===== config.mk =====
export PLATFORM = sky130hd
export DESIGN_NAME = evm_ballot_ctrl
export DESIGN_NICKNAME = d
export VERILOG_FILES = /design/src/rtl/evm_ballot_ctrl.sv
export SDC_FILE = /design/constraint.sdc
export NUM_CORES = 1
export LEC_CHECK = 0
export BUFFER_PORTS_ARGS = -buffer_cell sky130_fd_sc_hd__buf_2
export CORE_ASPECT_RATIO = 0.75
export CORE_MARGIN = 2
export CORE_UTILIZATION = 56
export CTS_BUF_LIST = sky130_fd_sc_hd__clkbuf_16
export CTS_CLUSTER_SIZE = 40
export DETAILED_ROUTE_END_ITERATION = 6
export PLACE_DENSITY = 0.79
export SLEW_MARGIN = 40
export SYNTH_ARGS = -nofsm -noshare
export SYNTH_HDL_FRONTEND = slang
export SYNTH_SLANG_ARGS = --single-unit

===== constraint.sdc =====
create_clock -name clk -period 2.2 [get_ports clk]
set_input_delay 0.44 -clock clk [delete_from_list [all_inputs] [get_ports clk]]
set_output_delay 0.44 -clock clk [all_outputs]
set_load 0.02 [all_outputs]

===== src/rtl/evm_ballot_ctrl.sv =====
// evm_ballot_ctrl: one-vote-per-ballot sequencer with button debounce,
// ballot timeout, release lockout and a saturating accepted-vote counter.
module evm_ballot_ctrl #(
   parameter int DEBOUNCE_CYC = 4,
   parameter int TIMEOUT_CYC  = 1000,
   parameter int CNT_W        = 16
) (
   input  logic             clk,
   input  logic             rst_n,
   input  logic             poll_open,
   input  logic             ballot_issue,
   input  logic [3:0]       button,
   input  logic             vote_ready,
   output logic             vote_valid,
   output logic [3:0]       vote_code,
   output logic             ballot_armed,
   output logic             timeout_evt,
   output logic [CNT_W-1:0] total_votes,
   output logic [2:0]       state
);
   localparam int DW = $clog2(DEBOUNCE_CYC + 1);
   localparam int TW = $clog2(TIMEOUT_CYC + 1);
   localparam logic [DW-1:0] DEB_N = DW'(DEBOUNCE_CYC);
   localparam logic [DW-1:0] DEB_L = DW'(DEBOUNCE_CYC - 1);
   localparam logic [TW-1:0] TMO_L = TW'(TIMEOUT_CYC - 1);

   typedef enum logic [2:0] {
      CLOSED  = 3'd0,
      READY   = 3'd1,
      ARMED   = 3'd2,
      CAPTURE = 3'd3,
      COMMIT  = 3'd4,
      LOCKOUT = 3'd5
   } state_t;

   state_t           r_state;
   logic [3:0]       r_lat;
   logic [3:0]       r_code;
   logic [DW-1:0]    r_deb;
   logic [TW-1:0]    r_tmo;
   logic             r_valid;
   logic             r_armed;
   logic             r_tev;
   logic [CNT_W-1:0] r_total;

   always_ff @(posedge clk or negedge rst_n) begin
      if (!rst_n) begin
         r_state <= CLOSED;
         r_lat   <= '0;
         r_code  <= '0;
         r_deb   <= '0;
         r_tmo   <= '0;
         r_valid <= 1'b0;
         r_armed <= 1'b0;
         r_tev   <= 1'b0;
         r_total <= '0;
      end else begin
         r_tev <= 1'b0;
         case (r_state)
            CLOSED: if (poll_open) r_state <= READY;
            READY:
               if (!poll_open) r_state <= CLOSED;
               else if (ballot_issue) begin
                  r_state <= ARMED;
                  r_armed <= 1'b1;
                  r_tmo   <= '0;
               end
            ARMED, CAPTURE:
               if (!poll_open) begin
                  r_state <= CLOSED;
                  r_armed <= 1'b0;
               end else if (r_tmo == TMO_L) begin
                  // timeout outranks a debounce that completes on the same edge
                  r_state <= READY;
                  r_armed <= 1'b0;
                  r_tev   <= 1'b1;
               end else begin
                  r_tmo <= r_tmo + 1'b1;
                  if (r_state == CAPTURE && r_deb == DEB_N) begin
                     r_state <= COMMIT;
                     r_armed <= 1'b0;
                     r_valid <= 1'b1;
                     r_code  <= (r_lat > 4'd8) ? 4'd0 : r_lat;
                  end else if (button == 4'd0) r_state <= ARMED;
                  else if (r_state == CAPTURE && button == r_lat) r_deb <= r_deb + 1'b1;
                  else begin
                     r_state <= CAPTURE;
                     r_lat   <= button;
                     r_deb   <= DW'(1);
                  end
               end
            COMMIT:
               if (vote_ready) begin
                  r_state <= LOCKOUT;
                  r_valid <= 1'b0;
                  r_deb   <= '0;
                  r_total <= (&r_total) ? r_total : r_total + 1'b1;
               end
            LOCKOUT:
               if (button != 4'd0) r_deb <= '0;
               else if (r_deb == DEB_L) begin
                  r_state <= poll_open ? READY : CLOSED;
                  r_deb   <= '0;
               end else r_deb <= r_deb + 1'b1;
            default: r_state <= CLOSED;
         endcase
      end
   end

   assign vote_valid   = r_valid;
   assign vote_code    = r_code;
   assign ballot_armed = r_armed;
   assign timeout_evt  = r_tev;
   assign total_votes  = r_total;
   assign state        = r_state;
endmodule


==> results of run 1 <==
layout make-up:
| cell class | instances | area (sq um) | area share |
|---|---|---|---|
| clock buffers | 5 | 125 | 0.0467 |
| repair buffers | 39 | 208 | 0.0775 |
| inverters | 11 | 41.3 | 0.0154 |
| flip-flops and latches | 43 | 1080 | 0.402 |
| multi-input cells | 162 | 1140 | 0.426 |
| well taps | 55 | 68.8 | 0.0257 |
| clock inverters | 3 | 20.0 | 0.00747 |
cell usage in the layout, fill, tap and decap left out, types with 2 or more instances in the layout:
cell type   Yosys  layout
dfrtp_1        43      43
buf_2           1      34
nor2_1         22      22
nand2_1        16      16
xnor2_1        16      16
inv_1          11      11
nand4_1        10      10
nand3_1        10      10
o21ai_0        10      10
xor2_1          8       8
nand3b_1        6       6
ha_1            6       6
and3_1          5       5
clkbuf_16       0       5
buf_4           2       5
a22o_1          4       4
a21oi_1         4       4
or3_1           3       3
nor3_1          3       3
a21boi_0        3       3
nand4bb_1       2       2
a21boi_1        2       2
nand2b_1        2       2
nor2b_1         2       2
mux2_2          2       2
o22ai_1         2       2
mux2_4          2       2
clkinvlp_4      0       2
registers in the layout, indices dropped and copies added, names as in the netlist:
name,cells
timeout_evt,1
total_votes,16
state,3
r_lat,4
vote_valid,1
r_tmo,10
ballot_armed,1
r_deb,3
vote_code,4
Yosys cell counts (3+ instances only):
cell type,number
dfrtp_1,43
nor2_1,22
nand2_1,16
xnor2_1,16
inv_1,11
nand3_1,10
nand4_1,10
o21ai_0,10
xor2_1,8
ha_1,6
nand3b_1,6
and3_1,5
a21oi_1,4
a22o_1,4
a21boi_0,3
nor3_1,3
or3_1,3
metrics by stage:
stage          power, uW  utilization
6_report            2370        0.673
5_1_grt             2500        0.673
4_1_cts             2390        0.673
3_5_place_dp        1660        0.637
3_3_place_gp        1640        0.637
2_1_floorplan       1480            -
per-layer routing:
layer | vias to the layer above | wire length (um)
met5 | - | 0
met4 | 0 | 42
met3 | 4 | 260
met2 | 37 | 1960
met1 | 851 | 2490
li1 | 865 | -
how the worst max path moves through the flow:
stage              start      endpoint  slack [ns]
2_1_floorplan   state[1]      state[0]        0.35
3_3_place_gp   button[3]      r_lat[1]        0.28
3_5_place_dp   button[3]      r_lat[1]        0.25
4_1_cts         r_tmo[0]  vote_code[3]        0.24
5_1_grt         r_tmo[0]  vote_code[3]         0.1
6_report        r_tmo[0]  vote_code[3]        0.24
cell families (layout without fill, tap and decap cells):
group,count (synthesis),count (layout)
xor gates and xnor gates,24,24
buffers and inverters,16,58
DFF,43,43
muxes,5,5
and+or+nand+nor,93,93
AOI/OAI and AO/OA,34,34
adders and majority gates,6,6
critical path, cell delays in order, from the launching register on:
cell	delay, ns
dfrtp_1	0.40
ha_1	0.25
nand3_2	0.11
or3_1	0.28
nor3b_4	0.45
mux2_4	0.34
report_power, final:
group / leakage [uW] / switching [uW] / internal [uW]
combinational: 0.000635 / 339 / 275
clock: 0.0000658 / 303 / 418
sequential: 0.000558 / 131 / 905
total: 0.00126 / 773 / 1600
==> results.md, run 1 <==
- Layout Cells excl Fill: 318
- Top cells by area, synth: dfrtp_1, xnor2_1, nor2_1
- Filler instances: 326
- Final GP Congestion: 0.886
- CP Capture Type: flip-flop
- Slew Limit Headroom: 0.646
- Multiplexer share of the synthesized area: 0.0273
- Syn Nets: 236
- FF-to-FF Start: r_tmo[0]
- ANT cells: 0
- Final setup TNS: 0 ns
- Post-synthesis simple-gate area fraction: 0.239
- Post-Synth Adder-Cell Area: 0.0327
- Area fraction in compound gates after synthesis: 0.106
- Global routing usage on met2: 0.312
- Final setup margin: 0.244 ns
- Die width: 77.9 um
- DRT iter0 DRCs: 149
- Final Hold Fails: 0
- PwrDens: 885 nW/um^2
- Pre-antenna DRT Iters: 4
- CP Max Fanout: 9
- Max Cap Viol: 0
- Clock Path Buffers: 2
- Initial antenna violation count: 0
- # clock sinks: 43
- Post-Synthesis Cells: 221
- Worst clock skew: 0.00557 ns
- Initial Util: 0.576
- WP data arrival: 2.13 ns
- Pre-CTS setup slack: 0.246 ns
- PostCTS Resize Cnt: 0
- Area leader, netlist: dfrtp_1
- Post CTS Setup Buffer Count: 0
- Post-Synth XOR/XNOR Area: 0.0917
- Layout area overhead: 16.8%
- Top Ports: 35
- Critical path class: reg -> reg
- GRT Util Overall: 0.229
- CTS Root Cell: clkbuf_16
- Final net count: 277
- CORE AREA: 3980 sq um
- First-pass GRT wire length: 8140 um
- Tcrit/Tclk final: 0.889
- Remaining antenna violation count: 0
- CTS tree: yes
- DP Area: 2530 sq um
- Final instance area: 2680 sq um
- H-tree depth: 2
- Status: finished, final reports clean
- Die area: 4630 sq um
- Grt peak-use layer: met1
- Vias in the first global route: 1631
- Post-synth top area share: 0.469
- Endpoints failing setup: 0
- I/O Buffers: 34
- Clock slew at reported path FFs: 0.06 ns
- Path depth of the worst reg2reg path: 5
- Post-DP HPWL: 3510 um
- Main synth FF type: dfrtp_1
- DRC: 0
- R2r endpoint: vote_code[3]
- Row count: 20
- Type of origin of the critical path: flip-flop
- Mapped Avg Cell Area: 10.4 sq um
- Placed insts: 310
- Fmax: 511 MHz
- Crit path time final: 1.96 ns
- RSZ-0062 raised after global routing: no
- Vias/cell: 5.53
- DR vias: 1757
- Leakage: 0.00126 uW
- Post-synthesis sequential element count: 43
- Largest family of logic cells by synthesized area: simple AND/OR/NAND/NOR gates
- Total grt overflow: 0
- Synth unique cells: 50
- YS warnings: 0
- Hold Buf Count CTS: 0
- Worst Path Required: 2.37 ns
- FFs w/ async S/R, synth: 1.00
- Die Ht: 59.4 um
- EDFF count, synth: 0
- R2R Setup Slk: 0.24 ns
- Hold slack: 0.208 ns
- Pin count of the biggest net entering global routing: 44
- Detailed Route WL: 4760 um
- Hold Crit Class: in -> async
- Drt wl/cell: 15.0 um
- Fraction of layout cells with a size suffix above 1: 0.224
- Peak VDD IR: 681 uV
- Mapped Area: 2290 sq um
- Slew Limit Fails: 0
- Met3 Resource Use GR: 0.0595
- Skew-Pair Late Insertion Delay: 0.29 ns
- Register area share after synthesis: 0.469
- Worst Tran Pin Value: 0.531 ns
- GRT met1 Usage: 0.356
- CTS Buf Count: 5
No activity file was read; power rests on OpenSTA's default activity.
==> run 2, diff against run 1 <==
CORE_ASPECT_RATIO = 1.1   (was 0.75)
GPL_ROUTABILITY_DRIVEN = 0   (was unset)
==> run 2 against run 1 <==
Net effect:
- highest routed layer unchanged
- sequential cell count unchanged
- die area down 0.10%
- register-to-register slack better by 0.04 ns
- worst hold slack better by 0.010 ns
- utilization up 0.20 points
- sequential share of layout area up 0.34 points
- sequential power about the same
- count of clock-buffer cells in the layout unchanged
- non-clock buffer count down 2
==> results.md, run 2 (synthesized netlist as in run 1, its figures left out) <==
- Worst clock skew: 0.00327 ns (-0.00230 ns)
- Type of origin of the critical path: flip-flop
- R2R Setup Slk: 0.28 ns (+0.04 ns)
- WP data arrival: 2.08 ns (-0.05 ns)
- PostCTS Resize Cnt: 0 (unchanged)
- ANT cells: 0 (unchanged)
- Skew-Pair Late Insertion Delay: 0.28 ns (about the same)
- Remaining antenna violation count: 0 (unchanged)
- CTS Buf Count: 5 (unchanged)
- Vias/cell: 5.52 (about the same)
- Max Cap Viol: 0 (unchanged)
- Leading cell type in the layout, fill and taps excluded: dfrtp_1
- # clock sinks: 43 (unchanged)
- Critical path class: reg -> reg
- Core Util, Final: 0.675 (+0.00198)
- PwrDens: 882 nW/um^2 (-0.33%)
- I/O Buffers: 34 (unchanged)
- Total grt overflow: 0 (unchanged)
- Final setup margin: 0.285 ns (+0.0412 ns)
- DRC: 0 (unchanged)
- Row count: 24 (+20%)
- Die Ht: 71.1 um (+20%)
- Die width: 65.0 um (-17%)
- Tcrit/Tclk final: 0.870 (-0.0187)
- Clock slew at reported path FFs: 0.06 ns (about the same)
- Max reg flops: 16 (unchanged)
- Initial antenna violation count: 0 (unchanged)
- H-tree depth: 2 (unchanged)
- Pre-antenna DRT Iters: 4 (unchanged)
- Filler instances: 300 (-8.0%)
- CTS tree: yes
- Drt wl/cell: 13.9 um (-6.9%)
- Detailed Route WL: 4360 um (-8.4%)
- Worst Tran Pin Value: 0.528 ns (-0.00331 ns)
- Pin count of the biggest net entering global routing: 44 (unchanged)
- Fraction of layout cells with a size suffix above 1: 0.215 (-0.00978)
- First-pass GRT wire length: 7580 um (-7.0%)
- Hold Buf Count CTS: 0 (unchanged)
- Endpoints failing setup: 0 (unchanged)
- Final net count: 275 (-0.72%)
- Final Hold Fails: 0 (unchanged)
- Slew Limit Fails: 0 (unchanged)
- RSZ-0062 raised after global routing: no
- Vias in the first global route: 1651 (+1.2%)
- Clock Path Buffers: 2 (unchanged)
- CP Max Fanout: 9 (unchanged)
- Initial Util: 0.583 (+0.00660)
- Fmax: 522 MHz (+2.2%)
- GRT Util Overall: 0.213 (-0.0153)
- Post-DP HPWL: 3220 um (-8.3%)
- Top Ports: 35 (unchanged)
- Worst Path Required: 2.37 ns (about the same)
- CTS Root Cell: clkbuf_16
- CP Capture Type: flip-flop
- DR vias: 1729 (-1.6%)
- Status: finished, final reports clean
- Hold Crit Class: in -> async
- Post CTS Setup Buffer Count: 0 (unchanged)
- Peak VDD IR: 538 uV (-21%)
- DRT iter0 DRCs: 85 (-43%)
- Crit path time final: 1.92 ns (-0.0412 ns)
- Final setup TNS: 0 ns (unchanged)
- Die area: 4620 sq um (-0.10%)
- Leakage: 0.00125 uW (-0.44%)
- CORE AREA: 3930 sq um (-1.1%)
- Hold slack: 0.218 ns (+0.0101 ns)
- Slew Limit Headroom: 0.648 (+0.00221)
- Pre-CTS setup slack: 0.270 ns (+0.0239 ns)
- Most frequent cells in the layout: dfrtp_1, buf_2, nor2_1
- Layout area overhead: 15.8%
[run 2: cell type report]
cell class,count,area (sq um),share of cell area
clock buffers,5,125,0.0471
clock inverters,3,16.3,0.00612
inverters,11,41.3,0.0155
multi-input cells,162,1140,0.429
flip-flops and latches,43,1080,0.405
well taps,52,65.1,0.0245
repair buffers,37,193,0.0725
[run 2: per-layer routing]
metal / GRT usage / wire (um)
met2: 0.342 / 2080
met3: 0.0620 / 236
met5: 0 / 0
met1: 0.275 / 1970
met4: 0.0810 / 72
[run 2: report_power, final]
| part | switching, uW | internal (uW) | total (uW) |
|---|---|---|---|
| logic | 315 | 265 | 580 |
| registers | 147 | 905 | 1050 |
| clock network | 296 | 414 | 710 |
| total | 758 | 1580 | 2340 |
[run 2: final timing paths]
kind                                 start         endpoint  cells past startpoint
setup / recovery                  r_tmo[0]     vote_code[3]                      5
hold / removal                       rst_n         r_lat[1]                      2
setup reg to reg                  r_tmo[0]     vote_code[3]                      5
hold reg to reg            total_votes[13]  total_votes[13]                      1
max in group asynchronous            rst_n         r_tmo[6]                      2
min in group clk                 button[0]         r_lat[0]                      2
[run 2: critical path: stages, from the launching register on]
cell and delay (ns):
dfrtp_1 0.40, ha_1 0.25, nand3_2 0.11, or3_1 0.29
nor3b_4 0.41, mux2_4 0.33
[run 2: per-stage QoR]
| stage | power, uW | instances | cell area [sq um] |
|---|---|---|---|
| final | 2340 | 313 | 2660 |
| after global placement | 1630 | 305 | 2510 |
| after CTS | 2360 | 313 | 2660 |
| after global routing | 2480 | 313 | 2660 |
| after detailed placement | 1650 | 305 | 2510 |
| after floorplan | 1480 | 221 | 2290 |
